### src/rtl/uart_pkg.sv
// Shared UART definitions for the TX path (and the RX path that will follow).
// Contents: the frame FSM state encoding, the frame format constants and the
// default bit period for 100 MHz / 115200 baud.
package uart_pkg;

   typedef enum logic [2:0] {
      IDLE   = 3'd0,
      START  = 3'd1,
      DATA   = 3'd2,
      PARITY = 3'd3,
      STOP   = 3'd4
   } uart_state_e;

   localparam int UART_DATA_BITS          = 8;
   localparam int UART_STOP_BITS          = 1;
   localparam int UART_CLKS_PER_BIT_DEF   = 868;

endpackage

### src/rtl/uart_baud_gen.sv
// Bit-period generator shared by the UART TX and RX paths.
// Counts 0..CLKS_PER_BIT-1 while enabled and pulses bit_tick for one cycle on
// the last count of each bit period, then wraps to 0.
// Ports:
//   clk      - system clock
//   reset_n  - asynchronous active-low reset
//   clear    - synchronous counter clear (wins over enable)
//   enable   - count while high
//   bit_tick - one-cycle end-of-bit-period strobe
module uart_baud_gen
   import uart_pkg::*;
#(
   parameter int CLKS_PER_BIT = UART_CLKS_PER_BIT_DEF
) (
   input  logic clk,
   input  logic reset_n,
   input  logic clear,
   input  logic enable,
   output logic bit_tick
);

   localparam int CNT_W = (CLKS_PER_BIT > 1) ? $clog2(CLKS_PER_BIT) : 1;
   localparam logic [CNT_W-1:0] CNT_LAST = CNT_W'(CLKS_PER_BIT - 1);

   logic [CNT_W-1:0] cnt;

   always_ff @(posedge clk or negedge reset_n) begin
      if (!reset_n) begin
         cnt <= '0;
      end else if (clear) begin
         cnt <= '0;
      end else if (enable) begin
         if (cnt == CNT_LAST) cnt <= '0;
         else                 cnt <= cnt + CNT_W'(1);
      end
   end

   assign bit_tick = enable && (cnt == CNT_LAST);

endmodule

### src/rtl/uart_tx_module.sv
// 8N1 UART transmitter draining the ICAP byte FIFO toward the host link.
// A one-cycle data_valid strobe in IDLE latches data_in; the byte is sent
// LSB-first at CLKS_PER_BIT clocks per bit. Strobes arriving mid-frame are
// dropped and set the sticky overrun flag.
// Optional build macro: UART_TX_PARITY_EN adds an even-parity bit between the
// data bits and the stop bit.
// Ports:
//   clk        - system clock
//   reset_n    - asynchronous active-low reset
//   data_in    - byte to send, sampled only in IDLE with data_valid
//   data_valid - one-cycle byte strobe from the FIFO
//   tx         - serial line, idles high
//   uart_busy  - back-pressure to the FIFO
//   overrun    - sticky: strobe seen while a frame was in flight
//
// state  | meaning
// IDLE   | line high, waiting for a strobe
// START  | start bit (low)
// DATA   | data bits, LSB first
// PARITY | even parity bit (UART_TX_PARITY_EN only)
// STOP   | stop bit (high)
module uart_tx_module
   import uart_pkg::*;
#(
   parameter int CLKS_PER_BIT = UART_CLKS_PER_BIT_DEF
) (
   input  logic       clk,
   input  logic       reset_n,
   input  logic [7:0] data_in,
   input  logic       data_valid,
   output logic       tx,
   output logic       uart_busy,
   output logic       overrun
);

   localparam logic [2:0] BIT_IDX_LAST = 3'(UART_DATA_BITS - 1);

   uart_state_e               state;
   uart_state_e               state_nxt;
   logic [UART_DATA_BITS-1:0] shreg;
   logic [2:0]                bit_idx;
   logic                      bit_tick;
   logic                      accept;
`ifdef UART_TX_PARITY_EN
   logic                      parity_bit;
`endif

   assign accept = (state == IDLE) && data_valid;

   uart_baud_gen #(
      .CLKS_PER_BIT (CLKS_PER_BIT)
   ) u_baud_gen (
      .clk      (clk),
      .reset_n  (reset_n),
      .clear    (accept),
      .enable   (state != IDLE),
      .bit_tick (bit_tick)
   );

   always_ff @(posedge clk or negedge reset_n) begin
      if (!reset_n) state <= IDLE;
      else          state <= state_nxt;
   end

   always_comb begin
      state_nxt = state;
      case (state)
         IDLE:   if (data_valid) state_nxt = START;
         START:  if (bit_tick)   state_nxt = DATA;
         DATA: begin
            // bit index wrapping 7 -> 0 ends the data field
            if (bit_tick && (bit_idx == BIT_IDX_LAST)) begin
`ifdef UART_TX_PARITY_EN
               state_nxt = PARITY;
`else
               state_nxt = STOP;
`endif
            end
         end
`ifdef UART_TX_PARITY_EN
         PARITY: if (bit_tick)   state_nxt = STOP;
`endif
         STOP:   if (bit_tick)   state_nxt = IDLE;
         default:                state_nxt = IDLE;
      endcase
   end

   always_comb begin
      tx = 1'b1;
      case (state)
         START:  tx = 1'b0;
         DATA:   tx = shreg[0];
`ifdef UART_TX_PARITY_EN
         PARITY: tx = parity_bit;
`endif
         default: tx = 1'b1;
      endcase
   end

   // combinational on data_valid so the FIFO cannot pop twice back-to-back
   assign uart_busy = (state != IDLE) || data_valid;

   always_ff @(posedge clk or negedge reset_n) begin
      if (!reset_n) begin
         shreg   <= '0;
         bit_idx <= '0;
         overrun <= 1'b0;
      end else begin
         if (accept) begin
            shreg   <= data_in;
            bit_idx <= '0;
         end else if ((state == DATA) && bit_tick) begin
            shreg   <= {1'b0, shreg[UART_DATA_BITS-1:1]};
            bit_idx <= bit_idx + 3'd1;
         end
         if (data_valid && (state != IDLE)) overrun <= 1'b1;
      end
   end

`ifdef UART_TX_PARITY_EN
   always_ff @(posedge clk or negedge reset_n) begin
      if (!reset_n)    parity_bit <= 1'b0;
      else if (accept) parity_bit <= ^data_in;
   end
`endif

endmodule
### config.mk
export PLATFORM = sky130hd
export DESIGN_NAME = uart_tx_module
export DESIGN_NICKNAME = d
export VERILOG_FILES = /design/src/rtl/uart_pkg.sv /design/src/rtl/uart_baud_gen.sv /design/src/rtl/uart_tx_module.sv
export SDC_FILE = /design/constraint.sdc
export NUM_CORES = 1
export LEC_CHECK = 0
export CAP_MARGIN = 30
export CORE_UTILIZATION = 55
export DETAILED_ROUTE_END_ITERATION = 6
export PLACE_DENSITY_LB_ADDON = 0.25
export SYNTH_ARGS = -nofsm -noshare
export SYNTH_HDL_FRONTEND = slang
export SYNTH_HIERARCHICAL = 1
export SYNTH_SLANG_ARGS = --single-unit
### constraint.sdc
create_clock -name clk -period 2.74 [get_ports clk]
set_input_delay 0.548 -clock clk [delete_from_list [all_inputs] [get_ports clk]]
set_output_delay 0.548 -clock clk [all_outputs]
set_load 0.005 [all_outputs]
==> results by group, run 1 <==
Place
  • Placed Cells: 169
  • DP Wirelength: about 1800 µm
  • Placer congestion estimate: 0.7832
  • Place WS: 0.3876 ns
  • PortBufs: 13

Clock network
  • Clock latency on the worst-skew pair: 0.32 ns
  • Number of gates resized after CTS: 0
  • CTS clock-pin slew for the worst setup and hold paths: roughly 0.14 ns
  • Root buf cell: clkbuf_4
  • # H-tree levels: 1
  • Postcts setup bufs: 0
  • CTS Sinks: 25
  • Worst-case clock buffer depth: 2
  • Hold_buf cts: 0
  • CTS tree: yes
  • Cts bufs inserted: 3

Logic synthesis
  • Top cells by count, synth: dfrtp_1, inv_1, nand2_1, nor2_1, o21ai_0
  • Cell taking the most area after synthesis: dfrtp_1
  • Synth area leaders: dfrtp_1, a22oi_1, ha_1
  • Synth Instances: 130
  • Synthesized cell area: 1334 µm²
  • Count leader, synth: dfrtp_1
  • Top-area cell type share of the netlist area: 46.90%
  • Syn Area/Cell: between 10 and 15 µm²
  • FF+latch count, synth: 25
  • Synth Net Count: about 140
  • Main flop type after synthesis: dfrtp_1
  • Library cells used by synthesis: 44
  • Async S/R FF share, synth: 100.0%
  • Number of synthesized flops with an enable pin: 0
  • Synth warn: 6
  • Sequential cell area fraction in the yosys report: between 40% and 50%

Global route
  • Remaining Overflow, GRT: 0
  • Vias in the first global route: roughly 1,000
  • First-pass GRT wire length: 4347 µm
  • Largest net degree at the start of global routing: 26
  • GRT Util Overall: 22.46%
  • Initial antenna violation count: 0

Layout
  • Multi-input gate area: between 600 and 700 µm²
  • Post-route insts no fill: 173
  • Register Area: 625.6 µm²
  • Antenna cell count: 0
  • Nets: between 150 and 200
  • Layout area overhead: 13.41%
  • Fillers: approximately 180
  • Layout cells sized above 1: 11.03%

Route
  • Wirelength, routed: between 2000 and 3000 µm
  • DRC viols: 0
  • First DRT Iteration DRCs: 34
  • DR vias/cell: 6.006
  • Via count: 1,039
  • ANT nets after route: 0
  • Routed len/inst: between 10 and 15 µm
  • DRT Pass-1 Iters: 4

Critical path
  • Worst setup path endpoint: uart_busy
  • Crit path kind: reg -> out
  • Setup crit start kind: flip-flop
  • Cells on worst reg2reg path: 7
  • Critical path buffers and inverters: 1
  • FF-to-FF End: shreg[5]
  • Worst-path fanout max: 8
  • RR Startpoint: u_baud_gen/cnt[0]
  • Logic depth of the worst path, buffers included: 3
  • Worst R2R Setup Slack: between 0.5 and 0.6 ns
  • Crit path cell chain: or3_1 > or2_1 > clkdlybuf4s50_1
  • CP Capture Type: primary output
  • Worst EP required: 2.19 ns
  • Setup crit start: state[2]
  • Family with the most delay on the worst path: simple AND/OR/NAND/NOR gates
  • WP data arrival: 1.90 ns
  • CP max stage cell: dfrtp_1
  • CP max stage delay: 0.51 ns

STA
  • RSZ-0062 raised after global routing: no
  • Period minus WS final: 2.444 ns
  • Slew HR: about 76%
  • Setup ws final: a little under 0.3 ns
  • FMAX: roughly 0.41 GHz
  • Setup TNS: 0 ns
  • Setup violators final: 0
  • Slew of the pin with the lowest slew margin: 0.3488 ns
  • Final Max Tran Viols: 0
  • Final Cycle Share: 89.21%
  • Final Hold Viols: 0
  • Worst clock skew: 0.004204 ns

Floorplan
  • Die Y: 51.25 µm
  • Boundary Pins: 14
  • Die Width: 51.25 µm
  • Die ar.: ~2600 µm²
  • Initial Utilization: 59.16%
  • Core area: 2255 µm²
  • FP Rows: 17

Power and ir drop
  • Peak supply drop: between 0.4 and 0.5 mV
  • Pwr/cell area: 588.1 nW/µm²
  • Final Power: 0.0008896 W
  • Total leakage power: 0.6253 nW

Min path
  • Min-delay worst type: reg -> reg

Job
  • Max Cap Violations: 0

Status
  • Status: complete, no violations
## flip-flops by register name (all words and copies together), names as in the netlist
name / count
overrun: 1
state: 3
u_baud_gen/cnt: 10
bit_idx: 3
shreg: 8
## stage by stage
step	utilization [%]	hold slack [ns]	instance area, µm²
after global routing	67.09	0.5262	1513
after floorplan	-	0.2524	1334
final	67.09	0.4948	1513
after global placement	65.76	0.4395	1483
after detailed placement	65.76	0.4671	1483
after CTS	67.09	0.4979	1513
## worst min-delay path by stage
stage                        from  slack, ns         end  depth (start not counted)
after global routing      overrun       0.53     overrun                          1
final                     overrun       0.49     overrun                          1
after CTS                 overrun       0.50     overrun                          1
after detailed placement  overrun       0.47     overrun                          1
after global placement    overrun       0.44     overrun                          1
after floorplan           reset_n       0.25  bit_idx[0]                          0
## cell type report
cell class	count	share of cell area, %
tap	28	2.316
sequential	25	41.36
multi-input combinational	91	42.02
inverter	9	2.233
timing repair buffer	16	10.09
clock inverter	1	0.4963
clock buffer	3	1.489
## cells in the final DEF (no fill, tap or decap), types with 2 or more instances in the layout
cell,count
dfrtp_1,25
clkdlybuf4s50_1,13
nand2_1,9
inv_1,9
nor2_1,8
o21ai_0,7
o21ai_1,6
a22oi_1,6
a21oi_1,6
nand3_1,5
nand2b_1,3
ha_1,3
clkbuf_4,3
buf_4,3
xor2_1,3
o31ai_1,3
or4_1,3
or3_1,2
nor3b_1,2
## report_power, final
part	internal (W)	switching (W)	leakage (nW)
sequential	0.000438	0.0000910	0.300
clock	0.0000559	0.000113	0.0139
combinational	0.0000909	0.000101	0.312
total	0.000585	0.000305	0.625
## cell families (layout without fill, tap and decap cells)
group,after synthesis,after routing,share of synthesized area (%)
AOI/OAI and AO/OA,39,39,20.54
xor gates and xnor gates,3,3,1.970
adders and majority gates,3,3,2.815
buffers and inverters,14,29,5.440
DFF,25,25,46.90
muxes,2,2,1.595
and+or+nand+nor,44,44,20.73
## routing by layer
metal / global-route usage (%) / vias to the layer above / wire, µm
met3: 3.571 / 5 / 105
met5: 0 / - / 0
met2: 36.18 / 27 / 1248
li1: - / 502 / -
met4: 10.81 / 0 / 40
met1: 29.46 / 505 / 1150
(Power assumes the default switching activity.)
==> run 2, diff against run 1 <==
--- a/config.mk
+++ b/config.mk
@@ -6,6 +6,7 @@
 export NUM_CORES = 1
 export LEC_CHECK = 0
 export CAP_MARGIN = 30
+export CORE_ASPECT_RATIO = 0.9
 export CORE_UTILIZATION = 55
 export DETAILED_ROUTE_END_ITERATION = 6
 export PLACE_DENSITY_LB_ADDON = 0.25
==> results by group, run 2 (same netlist as run 1, synthesis figures left out) <==
Status
  • Status: complete, no violations

Global route
  • GRT Util Overall: about 22%
  • Initial antenna violation count: 0
  • First-pass GRT wire length: 4215 µm
  • Largest net degree at the start of global routing: 26
  • Remaining Overflow, GRT: 0
  • Vias in the first global route: slightly below 1,000

Layout
  • Most frequent cells in the layout: dfrtp_1, clkdlybuf4s50_1, nand2_1, inv_1, nor2_1
  • Layout Utilization: around two thirds
  • Nets: 161
  • Regs by FF count: u_baud_gen/cnt: 10 flops, shreg: 8 flops
  • Register Area: 625.6 µm²
  • Layout cells sized above 1: 11.64%
  • Multi-input gate area: 635.6 µm²
  • Fillers: 171
  • Antenna cell count: 0
  • Commonest non-fill, non-tap cell in the layout: dfrtp_1
  • Largest register FFs: 10
  • Top reg by flops: u_baud_gen/cnt
  • Layout area overhead: 13.88%

Place
  • Placer congestion estimate: 0.8005
  • Place WS: roughly 0.42 ns
  • PortBufs: 13
  • DP Wirelength: about 1700 µm

Clock network
  • Worst-case clock buffer depth: 2
  • Hold_buf cts: 0
  • CTS Sinks: 25
  • CTS tree: yes
  • Cts bufs inserted: 3
  • Clock latency on the worst-skew pair: 0.33 ns
  • Postcts setup bufs: 0
  • # H-tree levels: 1
  • Root buf cell: clkbuf_4
  • CTS clock-pin slew for the worst setup and hold paths: 0.13 ns
  • Number of gates resized after CTS: 0

Floorplan
  • Die ar.: 2626 µm²
  • Initial Utilization: 59.49%
  • FP Rows: 16
  • Core area: 2242 µm²
  • Die Y: 48.72 µm
  • Die Width: 53.91 µm
  • Boundary Pins: 14

Critical path
  • RR Startpoint: u_baud_gen/cnt[0]
  • Family with the most delay on the worst path: simple AND/OR/NAND/NOR gates
  • Worst-path fanout max: 9
  • Crit path kind: reg -> out
  • Crit path cell chain: or3_1 > or2_1 > clkdlybuf4s50_1
  • WP data arrival: around 1.9 ns
  • Critical path buffers and inverters: 1
  • Worst EP required: around 2.2 ns
  • CP max stage cell: dfrtp_1
  • CP max stage delay: just over 0.5 ns
  • Setup crit start: state[0]
  • CP Capture Type: primary output
  • Setup crit start kind: flip-flop

STA
  • Setup violators final: 0
  • Final Hold Viols: 0
  • FMAX: between 0.4 and 0.5 GHz
  • Setup ws final: 0.3045 ns
  • Setup TNS: 0 ns
  • Period minus WS final: 2.436 ns
  • Slew of the pin with the lowest slew margin: 0.3856 ns
  • RSZ-0062 raised after global routing: no
  • Smallest hold slack: 0.4853 ns
  • Worst clock skew: 0.005658 ns
  • Final Cycle Share: 88.89%
  • Final Max Tran Viols: 0
  • Slew HR: 74.20%

Route
  • DRT Pass-1 Iters: 4
  • Routed len/inst: 13.81 µm
  • First DRT Iteration DRCs: 28
  • DR vias/cell: 5.746
  • Wirelength, routed: 2389 µm
  • Via count: 994
  • ANT nets after route: 0
  • DRC viols: 0

Power and ir drop
  • Net switching power: just over 0.0003 W
  • Pwr/cell area: about 600 nW/µm²
  • Final Power: 0.0008917 W
  • Net Sw Frac: 34.35%
  • Cell-internal power: 0.0005854 W
  • Total leakage power: 0.6308 nW
  • Flop pwr share: roughly 59%
  • Comb pwr share: 22.1%
  • Peak supply drop: between 0.4 and 0.5 mV
  • Clock power frac: 19.0%

Job
  • Max Cap Violations: 0

Min path
  • Min-delay worst type: reg -> reg
  • Hold path startpoint: overrun
==> run 2: per-stage QoR <==
| stage | std cells | cell area (µm²) |
|---|---|---|
| 2_1_floorplan | 130 | 1334 |
| 3_3_place_gp | 169 | 1489 |
| 3_5_place_dp | 169 | 1489 |
| 4_1_cts | 173 | 1519 |
| 5_1_grt | 173 | 1519 |
| 6_report | 173 | 1519 |
==> run 2: per-layer routing <==
metal	track usage, %	wire length (µm)	vias to the layer above	share of wire [%]
met5	0	0	-	0
li1	-	-	506	-
met1	27.55	1128	465	47
met2	36.21	1138	20	48
met4	3.947	21	0	0.88
met3	5.660	100	3	4.2
==> run 2: final timing paths <==
path,endpoint,slack [ns],cells past startpoint
max,uart_busy,0.30,3
min,overrun,0.49,1
max reg2reg,shreg[6],0.56,7
min reg2reg,overrun,0.49,1
max in group asynchronous,u_baud_gen/cnt[6],1.94,2
min in group asynchronous,u_baud_gen/cnt[9],0.56,2
==> run 2: power by group through the flow <==
stage | combinational [W] | clock, W | sequential (W)
finish | 0.000197 | 0.000169 | 0.000525
global route | 0.000228 | 0.000192 | 0.000537
CTS | 0.000199 | 0.000179 | 0.000521
detailed placement | 0.000197 | 0 | 0.000529
global placement | 0.000182 | 0 | 0.000525
floorplan | 0.000141 | 0 | 0.000509
==> run 2: worst reg2reg max path: stages, from the launching register on <==
cell	delay (ns)
dfrtp_1	0.45
ha_1	0.26
and4bb_1	0.28
nand3_1	0.09
nor2_1	0.32
and4bb_4	0.41
mux2i_1	0.21
o21ai_1	0.07
==> run 2: cell type report <==
class / instances / area share [%]
Timing Repair Buffer: 17 / 10.54
Clock buffer: 3 / 1.483
Clock inverter: 1 / 0.4942
Inverter: 9 / 2.224
Sequential cell: 25 / 41.19
Multi-Input combinational cell: 91 / 41.85
Tap cell: 27 / 2.224
